--- src/rtl/plab5_mcore_dma_checker_multi.sv ---
// Multi-requester DMA security checker: round-robin arbitration, level check, DMA handoff, ack timeout.
// Optional deny counter enabled by defining PLAB5_MCORE_DMA_CHECKER_DENY_CNT_EN.
module plab5_mcore_dma_checker_multi #(
  parameter int unsigned p_num_req     = 4,
  parameter int unsigned p_addr_nbits  = 32,
  parameter int unsigned p_ctrl_nbits  = 40,
  parameter int unsigned p_rctrl_nbits = 8,
  parameter int unsigned p_lvl_nbits   = 2,
  parameter int unsigned p_timeout     = 64
) (
  input  logic                                clk,
  input  logic                                reset,
  input  logic [p_num_req-1:0]                req_val,
  output logic [p_num_req-1:0]                req_rdy,
  input  logic [p_num_req*p_lvl_nbits-1:0]    req_domain,
  input  logic [p_num_req*p_addr_nbits-1:0]   req_src_addr,
  input  logic [p_num_req*p_addr_nbits-1:0]   req_dest_addr,
  input  logic [p_num_req*p_ctrl_nbits-1:0]   req_ctrl,
  output logic [p_num_req-1:0]                resp_val,
  input  logic [p_num_req-1:0]                resp_rdy,
  output logic                                resp_deny,
  output logic                                resp_timeout,
  output logic [p_rctrl_nbits-1:0]            resp_ctrl,
  output logic                                dma_val,
  input  logic                                dma_rdy,
  output logic [p_lvl_nbits-1:0]              dma_domain,
  output logic [p_addr_nbits-1:0]             dma_src_addr,
  output logic [p_addr_nbits-1:0]             dma_dest_addr,
  output logic [p_ctrl_nbits-1:0]             dma_ctrl,
  input  logic                                dma_ack,
  input  logic [p_rctrl_nbits-1:0]            dma_resp_ctrl,
  input  logic                                cfg_val,
  input  logic [p_lvl_nbits-1:0]              cfg_domain,
  input  logic [p_lvl_nbits-1:0]              cfg_level,
  output logic                                cfg_err
`ifdef PLAB5_MCORE_DMA_CHECKER_DENY_CNT_EN
  ,
  input  logic                                deny_cnt_clr,
  output logic [15:0]                         deny_cnt
`endif
);

  localparam int unsigned CW = (p_num_req > 1) ? $clog2(p_num_req) : 1;
  localparam int unsigned TW = (p_timeout > 2) ? $clog2(p_timeout) : 1;

  typedef enum logic [2:0] {IDLE, CHECK, REQ, WAIT, RESP} state_t;

  state_t                   state, state_nx;
  logic [CW-1:0]            rr_ptr, ch_r, grant_idx, cand_idx;
  logic                     grant_found;
  logic [p_lvl_nbits-1:0]   dom_r, sec_level;
  logic [p_addr_nbits-1:0]  src_r, dest_r;
  logic [p_ctrl_nbits-1:0]  ctrl_r;
  logic [p_rctrl_nbits-1:0] rctrl_r;
  logic                     deny_r, tmo_r;
  logic [TW-1:0]            timer;
  logic                     timer_last;

  assign timer_last = (timer == TW'(p_timeout - 1));

  // First requester strictly after rr_ptr, wrapping around.
  always_comb begin
    grant_found = 1'b0;
    grant_idx   = '0;
    cand_idx    = '0;
    for (int unsigned i = 1; i <= p_num_req; i++) begin
      cand_idx = CW'((32'(rr_ptr) + i) % p_num_req);
      if (!grant_found && req_val[cand_idx]) begin
        grant_found = 1'b1;
        grant_idx   = cand_idx;
      end
    end
  end

  always_comb begin
    state_nx      = state;
    req_rdy       = '0;
    resp_val      = '0;
    resp_deny     = 1'b0;
    resp_timeout  = 1'b0;
    resp_ctrl     = '0;
    dma_val       = 1'b0;
    dma_domain    = '0;
    dma_src_addr  = '0;
    dma_dest_addr = '0;
    dma_ctrl      = '0;
    case (state)
      IDLE: begin
        if (grant_found && !reset) begin
          req_rdy[grant_idx] = 1'b1;
          state_nx           = CHECK;
        end
      end
      CHECK: state_nx = (dom_r >= sec_level) ? REQ : RESP;
      REQ: begin
        dma_val       = 1'b1;
        dma_domain    = dom_r;
        dma_src_addr  = src_r;
        dma_dest_addr = dest_r;
        dma_ctrl      = ctrl_r;
        if (dma_rdy) state_nx = WAIT;
      end
      WAIT: begin
        if (dma_ack || timer_last) state_nx = RESP;
      end
      RESP: begin
        resp_val[ch_r] = 1'b1;
        resp_deny      = deny_r;
        resp_timeout   = tmo_r;
        resp_ctrl      = deny_r ? '0 : rctrl_r;
        if (resp_rdy[ch_r]) state_nx = IDLE;
      end
      default: state_nx = IDLE;
    endcase
  end

  always_ff @(posedge clk or posedge reset) begin
    if (reset) begin
      state   <= IDLE;
      rr_ptr  <= '0;
      ch_r    <= '0;
      dom_r   <= '0;
      src_r   <= '0;
      dest_r  <= '0;
      ctrl_r  <= '0;
      rctrl_r <= '0;
      deny_r  <= 1'b0;
      tmo_r   <= 1'b0;
      timer   <= '0;
    end else begin
      state <= state_nx;
      case (state)
        IDLE: begin
          if (grant_found) begin
            rr_ptr  <= grant_idx;
            ch_r    <= grant_idx;
            dom_r   <= req_domain[grant_idx*p_lvl_nbits +: p_lvl_nbits];
            src_r   <= req_src_addr[grant_idx*p_addr_nbits +: p_addr_nbits];
            dest_r  <= req_dest_addr[grant_idx*p_addr_nbits +: p_addr_nbits];
            ctrl_r  <= req_ctrl[grant_idx*p_ctrl_nbits +: p_ctrl_nbits];
            rctrl_r <= '0;
            deny_r  <= 1'b0;
            tmo_r   <= 1'b0;
          end
        end
        CHECK: begin
          if (dom_r < sec_level) deny_r <= 1'b1;
        end
        REQ: begin
          if (dma_rdy) timer <= '0;
        end
        WAIT: begin
          // An ack coinciding with expiry takes priority over the timeout.
          if (dma_ack) begin
            rctrl_r <= dma_resp_ctrl;
          end else if (timer_last) begin
            deny_r <= 1'b1;
            tmo_r  <= 1'b1;
          end else begin
            timer <= timer + 1'b1;
          end
        end
        default: ;
      endcase
    end
  end

  always_ff @(posedge clk or posedge reset) begin
    if (reset) begin
      sec_level <= '1;
      cfg_err   <= 1'b0;
    end else begin
      cfg_err <= cfg_val && (cfg_domain != '1);
      if (cfg_val && (cfg_domain == '1)) sec_level <= cfg_level;
    end
  end

`ifdef PLAB5_MCORE_DMA_CHECKER_DENY_CNT_EN
  logic deny_issue;
  assign deny_issue = ((state == CHECK) && (dom_r < sec_level)) ||
                      ((state == WAIT) && !dma_ack && timer_last);

  always_ff @(posedge clk or posedge reset) begin
    if (reset) begin
      deny_cnt <= '0;
    end else if (deny_cnt_clr) begin
      deny_cnt <= '0;
    end else if (deny_issue && (deny_cnt != '1)) begin
      deny_cnt <= deny_cnt + 16'd1;
    end
  end
`endif

endmodule

--- config.mk ---
export PLATFORM = sky130hd
export DESIGN_NAME = plab5_mcore_dma_checker_multi
export DESIGN_NICKNAME = d
export VERILOG_FILES = /design/src/rtl/plab5_mcore_dma_checker_multi.sv
export SDC_FILE = /design/constraint.sdc
export NUM_CORES = 1
export LEC_CHECK = 0
export ABC_AREA = 1
export BUFFER_PORTS_ARGS = -buffer_cell sky130_fd_sc_hd__buf_2
export CAP_MARGIN = 40
export CORE_AREA = 2 2 225 227
export CTS_CLUSTER_DIAMETER = 150
export CTS_CLUSTER_SIZE = 24
export DETAILED_ROUTE_END_ITERATION = 16
export DIE_AREA = 0 0 227 229
export PLACE_DENSITY = 0.46
export SLEW_MARGIN = 20
export SYNTH_ARGS = -nofsm -noshare
export SYNTH_HDL_FRONTEND = slang
export SYNTH_SLANG_ARGS = --single-unit
--- constraint.sdc ---
create_clock -name clk -period 9.1 [get_ports clk]
set_input_delay 0.91 -clock clk [delete_from_list [all_inputs] [get_ports clk]]
set_output_delay 0.91 -clock clk [all_outputs]
set_load 0.02 [all_outputs]
==> flow_metrics.env, run 1 <==
export IMPL_syn_num_nets=2388
export IMPL_grt_pass1_wl_um=74640
export IMPL_reg2reg_slack_ps=4910
export IMPL_clk_path_buf_depth=2
export IMPL_synth_distinct_cells=36
export IMPL_grt_max_degree=133
export IMPL_dp_slack_ps=4720
export IMPL_h_tree_depth=4
export IMPL_rr_startpoint="ch_r[0]$_DFFE_PP0P_"
export IMPL_routed_wl_um=50260
export IMPL_p_clk_share_pct=10.0
export IMPL_drtIter0Drc=807
export IMPL_vias_per_cell=4.352
export IMPL_tns_ps=0
export IMPL_post_cts_resized=0
export IMPL_hold_class="input pin to async pin"
export IMPL_fin_ws_ps=4484
export IMPL_numCtsBuffers=17
export IMPL_ant_nets=0
export IMPL_vias=13540
export IMPL_post_route_period_util_pct=50.73
export IMPL_status="finished clean"
export IMPL_core_area_um2=49660
export IMPL_r2r_end="dest_r[6]$_DFFE_PP0P_"
export IMPL_dominantRegCellSynth="dfrtp_1"
export IMPL_ys_seq_area_share_pct=30.31
export IMPL_finalSetupViolations=0
export IMPL_syn_avg_cell_area_um2=5.560
export IMPL_critPathKind="flop to output pin"
export IMPL_cp_max_fo=110
export IMPL_clk_latency_ps=440
export IMPL_maxSlewViolCount=0
export IMPL_startpoint="ch_r[0]$_DFFE_PP0P_"
export IMPL_synth_edf_count=0
export IMPL_wl_per_cell_um=16.16
export IMPL_maxSlewHeadroom_pct=48.50
export IMPL_p_seq_share_pct=14.2
export IMPL_critPathArrivalTime_ps=3710
export IMPL_cts_tree="done"
export IMPL_leakagePower_nw=9.153
export IMPL_grtUsageTotal_pct=18.74
export IMPL_initial_core_util_pct=21.63
export IMPL_dieArea_um2=51980
export IMPL_slowest_delay_ps=610
export IMPL_drive_gt1_share_pct=26.79
export IMPL_grt_overflow_total=0
export IMPL_p_per_area_nw_per_um2=477.8
export IMPL_cap_violations=0
export IMPL_cp_common_cell="nand2_8"
export IMPL_areaGrowthSynthToFinish_pct=36.78
export IMPL_start_kind="flop"
export IMPL_die_h_um=229
export IMPL_critPathSlowestCell="dfrtp_1"
export IMPL_tightest_slew_ps=772.6
export IMPL_required_ps=8190
export IMPL_ys_warn_count=0
export IMPL_p_sw_share_pct=59.51
export IMPL_crit_path_cell_trace="inv_6 -> ha_1 -> inv_1 -> nand3_1 -> nand2_1 -> nand4_2 -> nand2_8 -> nand2_8 -> nor3_1 -> buf_2"
export IMPL_hold_buffers=0
export IMPL_drt_pass1_iterations=5
export IMPL_reg2reg_depth=18
export IMPL_peakVddDrop_uv=293.5
export IMPL_portBuffers=574
export IMPL_syn_area_um2=10740
export IMPL_place_hpwl_um=37540
export IMPL_io_pin_count=575
export IMPL_fin_crit_ps=4616
export IMPL_cts_root_buf="clkbuf_16"
export IMPL_fmax_ghz=0.2166
export IMPL_drc=0
export IMPL_final_common_cell="nand2_1"
export IMPL_syn_inst=1932
export IMPL_gp_congestion=0.8972
export IMPL_path_clk_slew_ps=60
export IMPL_post_cts_buffers=0
export IMPL_utilization_pct=29.59
export IMPL_cp_end_kind="output pin"
export IMPL_rsz0062_at_grt="false"
export IMPL_ys_seq_elements=130
export IMPL_grt_pass1_vias=13000
export IMPL_power_net_switching_mw=4.178
export IMPL_internal_power_mw=2.842
export IMPL_synthArstFlopShare_pct=100.0
export IMPL_comb_power_share_pct=75.8
export IMPL_final_nets=2873
export IMPL_placementRows=82
export IMPL_clkSinkCount=130
export IMPL_antenna_found_initial=10
export IMPL_finalHoldViolCount=0
export IMPL_skew_ps=8.453
export IMPL_most_common_layout_cells="1100 x nand2_1, 574 x buf_2, 229 x nand3_1, 138 x inv_1, 130 x nor2_1"
export IMPL_die_x_um=227
## cell usage after synthesis, types with 2 or more instances
library cell,number,share of area [%]
o21ai_0,21,0.98
dfrtp_1,128,30
buf_6,14,1.5
dfstp_2,2,0.49
buf_4,10,0.70
buf_1,13,0.45
nor3_1,7,0.33
ha_1,7,0.82
a21oi_1,6,0.28
nand2_2,4,0.23
nor2_2,4,0.23
nand3_1,229,11
nor2_1,130,4.5
nand2_1,1101,38
clkbuf_1,32,1.1
inv_1,139,4.9
buf_2,60,2.8
a31oi_1,2,0.12
inv_2,4,0.14
nand4_1,3,0.17
## cell type report
type,count,area (µm²)
Fill cell,5830,34960
Multi-Input combinational cell,1528,6276
Sequential cell,130,3256
Timing Repair Buffer,595,3153
Tap cell,672,840.8
Inverter,145,561.8
Clock buffer,17,425.4
Clock inverter,15,157.7
Antenna cell,9,22.52
## kinds of logic after synthesis
| family | count (synthesis) | share of synthesized area [%] |
|---|---|---|
| AO/OA/AOI/OAI | 36 | 1.910 |
| XOR/XNOR | 1 | 0.08155 |
| adder cells (fa/ha/maj) | 7 | 0.8153 |
| buffers and inverters | 274 | 11.67 |
| flip-flops | 130 | 30.31 |
| multiplexers | 1 | 0.1048 |
| AND/OR/NAND/NOR | 1483 | 55.11 |
## worst max-delay path, delay by kind of cell, from the launching register on
family | cells | cell delay, ps
buffers and inverters | 3 | 440
adder cells (fa/ha/maj) | 1 | 360
flip-flops | 1 | 610
AND/OR/NAND/NOR | 6 | 1680
## power groups by stage
stage | logic [mW] | registers (mW) | clock network, mW
floorplan | 4.06 | 0.967 | 0
global placement | 5.23 | 1.00 | 0
detailed placement | 5.35 | 1.01 | 0
CTS | 5.37 | 0.999 | 0.734
global route | 6.11 | 1.03 | 0.754
finish | 5.32 | 0.998 | 0.702
## flip-flops by register name, indices dropped and copies added (netlist names)
signal and count:
ctrl_r 40, dest_r 32, src_r 32, rctrl_r 8
timer 6, state 3, ch_r 2, dom_r 2
sec_level 2, cfg_err 1, deny_r 1, tmo_r 1
## per-layer routing
layer	GRT usage [%]	vias to the layer above	wire, µm
li1	-	6836	-
met3	3.643	35	2720
met1	23.39	6280	21970
met2	32.68	384	24730
met5	0	-	23
met4	5.086	4	814
## worst max path at each step
stage | endpoint | slack (ps)
global placement | dest_r[22]$_DFFE_PP0P_ | 4640
global route | req_rdy[1] | 4220
CTS | req_rdy[1] | 4200
finish | req_rdy[1] | 4480
floorplan | req_rdy[0] | 3510
detailed placement | dest_r[22]$_DFFE_PP0P_ | 4720
## stage by stage
stage / power [mW] / cell area (µm²) / hold slack (ps) / instances
3_3_place_gp: 6.230 / 13900 / 461.6 / 3061
2_1_floorplan: 5.027 / 10740 / 448.8 / 1932
4_1_cts: 7.107 / 14580 / 452.0 / 3098
3_5_place_dp: 6.358 / 13990 / 464.7 / 3066
6_report: 7.020 / 14690 / 464.1 / 3111
5_1_grt: 7.900 / 14680 / 470.7 / 3107
(Power assumes the default switching activity.)
==> inputs of run 2 (changes only) <==
--- a/config.mk
+++ b/config.mk
@@ -13,7 +13,7 @@
 export CTS_CLUSTER_SIZE = 24
 export DETAILED_ROUTE_END_ITERATION = 16
 export DIE_AREA = 0 0 227 229
-export PLACE_DENSITY = 0.46
+export PLACE_DENSITY = 0.47
 export SLEW_MARGIN = 20
 export SYNTH_ARGS = -nofsm -noshare
 export SYNTH_HDL_FRONTEND = slang
==> constraint.sdc (replaced) <==
create_clock -name clk -period 3.7 [get_ports clk]
set_input_delay 0.37 -clock clk [delete_from_list [all_inputs] [get_ports clk]]
set_output_delay 0.37 -clock clk [all_outputs]
set_load 0.02 [all_outputs]
==> run 2 against run 1 <==
First-iteration DRC count up 12%. Non-clock buffer count rose by 9. Sequential share of layout area decreased by 0.16 points. Global-route usage is essentially flat. Combinational power rose by 150%. Routed wire length is 1.4% higher. Hold slack got worse by 330 ps. Count of clock-buffer cells in the layout rose by 6. Die area did not move. Setup slack worse by 4100 ps. Highest routed layer unchanged.
==> flow_metrics.env, run 2 (same netlist as run 1, synthesis figures left out) <==
export IMPL_most_common_layout_cells="1100 x nand2_1, 574 x buf_2, 229 x nand3_1, 138 x inv_1, 130 x nor2_1"
export IMPL_placed_cells=3079
export IMPL_critPathKind="flop to output pin"
export IMPL_holdPathEnd="cfg_err$_DFF_PP0_"
export IMPL_io_pin_count=575
export IMPL_fin_ws_ps=338.2
export IMPL_dp_slack_ps=579.7
export IMPL_required_ps=3330
export IMPL_final_common_cell="nand2_1"
export IMPL_final_instance_count_excl_fill=3117
export IMPL_tightest_slew_ps=792.4
export IMPL_die_x_um=227
export IMPL_tns_ps=0
export IMPL_portBuffers=574
export IMPL_rr_startpoint="ch_r[0]$_DFFE_PP0P_"
export IMPL_grt_overflow_total=0
export IMPL_largestRegisters="ctrl_r x40, dest_r x32, src_r x32"
export IMPL_fin_crit_ps=3362
export IMPL_path_clk_slew_ps=60
export IMPL_clk_path_buf_depth=2
export IMPL_cts_root_buf="clkbuf_16"
export IMPL_min_delay_path_depth=2
export IMPL_areaGrowthSynthToFinish_pct=37.81
export IMPL_grt_pass1_vias=13400
export IMPL_finalSetupViolations=0
export IMPL_wl_per_cell_um=16.35
export IMPL_r2r_end="ctrl_r[23]$_DFFE_PP0P_"
export IMPL_grt_pass1_wl_um=75200
export IMPL_p_per_area_nw_per_um2=1194
export IMPL_dieArea_um2=51980
export IMPL_largest_reg_flops=40
export IMPL_clk_latency_ps=450
export IMPL_total_power_mw=17.68
export IMPL_top_register="ctrl_r"
export IMPL_clkSinkCount=130
export IMPL_peakVddDrop_uv=955.3
export IMPL_vias_per_cell=4.364
export IMPL_hold_class="input pin to flop"
export IMPL_routed_wl_um=50950
export IMPL_status="finished clean"
export IMPL_grtUsageTotal_pct=18.72
export IMPL_cp_end_kind="output pin"
export IMPL_holdWs_ps=131.9
export IMPL_reg2reg_depth=14
export IMPL_cp_max_fo=29
export IMPL_leakagePower_nw=9.220
export IMPL_skew_ps=6.352
export IMPL_drtIter0Drc=903
export IMPL_antenna_found_initial=9
export IMPL_numCtsBuffers=17
export IMPL_die_h_um=229
export IMPL_drive_gt1_share_pct=27.00
export IMPL_start_kind="flop"
export IMPL_core_area_um2=49660
export IMPL_placementRows=82
export IMPL_startpoint="ch_r[0]$_DFFE_PP0P_"
export IMPL_final_nets=2884
export IMPL_maxSlewHeadroom_pct=47.18
export IMPL_h_tree_depth=4
export IMPL_gp_congestion=0.8724
export IMPL_cap_violations=0
export IMPL_initial_core_util_pct=21.63
export IMPL_post_route_period_util_pct=90.86
export IMPL_drt_pass1_iterations=5
export IMPL_ant_nets=0
export IMPL_reg2reg_slack_ps=540
export IMPL_cts_tree="done"
export IMPL_finalHoldViolCount=0
export IMPL_rsz0062_at_grt="false"
export IMPL_critPathArrivalTime_ps=2990
export IMPL_fmax_ghz=0.2975
export IMPL_vias=13600
export IMPL_maxSlewViolCount=0
export IMPL_hold_start="cfg_domain[1]"
export IMPL_place_hpwl_um=37650
export IMPL_drc=0
export IMPL_grt_max_degree=131
## run 2: stage by stage
stage / utilization [%] / area [µm²]
after floorplan: - / 10750
after global placement: 28.42 / 14110
after detailed placement: 28.47 / 14140
after CTS: 29.74 / 14770
after global routing: 29.81 / 14800
final: 29.81 / 14800
## run 2: per-layer routing
metal	routed length (µm)	up-vias	GRT usage [%]
met3	2411	50	3.438
li1	-	6850	-
met4	858	4	4.922
met1	22460	6307	23.43
met5	17	-	0
met2	25210	391	32.77
## run 2: report_power, final
part | switching, mW | internal (mW)
Sequential | 0.348 | 2.12
Clock | 0.697 | 1.18
Combinational | 9.39 | 3.95
## run 2: worst max-delay path by stage
stage,endpoint
finish,req_rdy[0]
global route,req_rdy[0]
CTS,req_rdy[0]
detailed placement,dest_r[4]$_DFFE_PP0P_
global placement,dest_r[4]$_DFFE_PP0P_
floorplan,req_rdy[0]
## run 2: critical path, stage by stage (launching register included)
cell     delay (ps)
dfrtp_1         570
inv_6           120
ha_1            350
inv_1           100
nand2_1          70
nand2_2         100
nor2_2           50
nor2_2          190
nand2_8         210
nand2_8         300
inv_1           100
nor3_1          180
buf_2           200
## run 2: cell type report
cell class | count | area (µm²)
diodes | 4 | 10.01
clock buffers | 23 | 478.0
clock inverters | 9 | 153.9
fillers | 5842 | 34850
inverters | 145 | 560.5
multi-input cells | 1530 | 6299
flip-flops and latches | 130 | 3256
well taps | 672 | 840.8
repair buffers | 604 | 3206
## run 2: timing repair
action                                  4_1_cts  5_1_grt
setup buffers                                 0        0
hold endpoints to repair                      0        0
gates resized for setup                       0        0
endpoints found under the setup margin        0        4
hold buffers                                  0        0
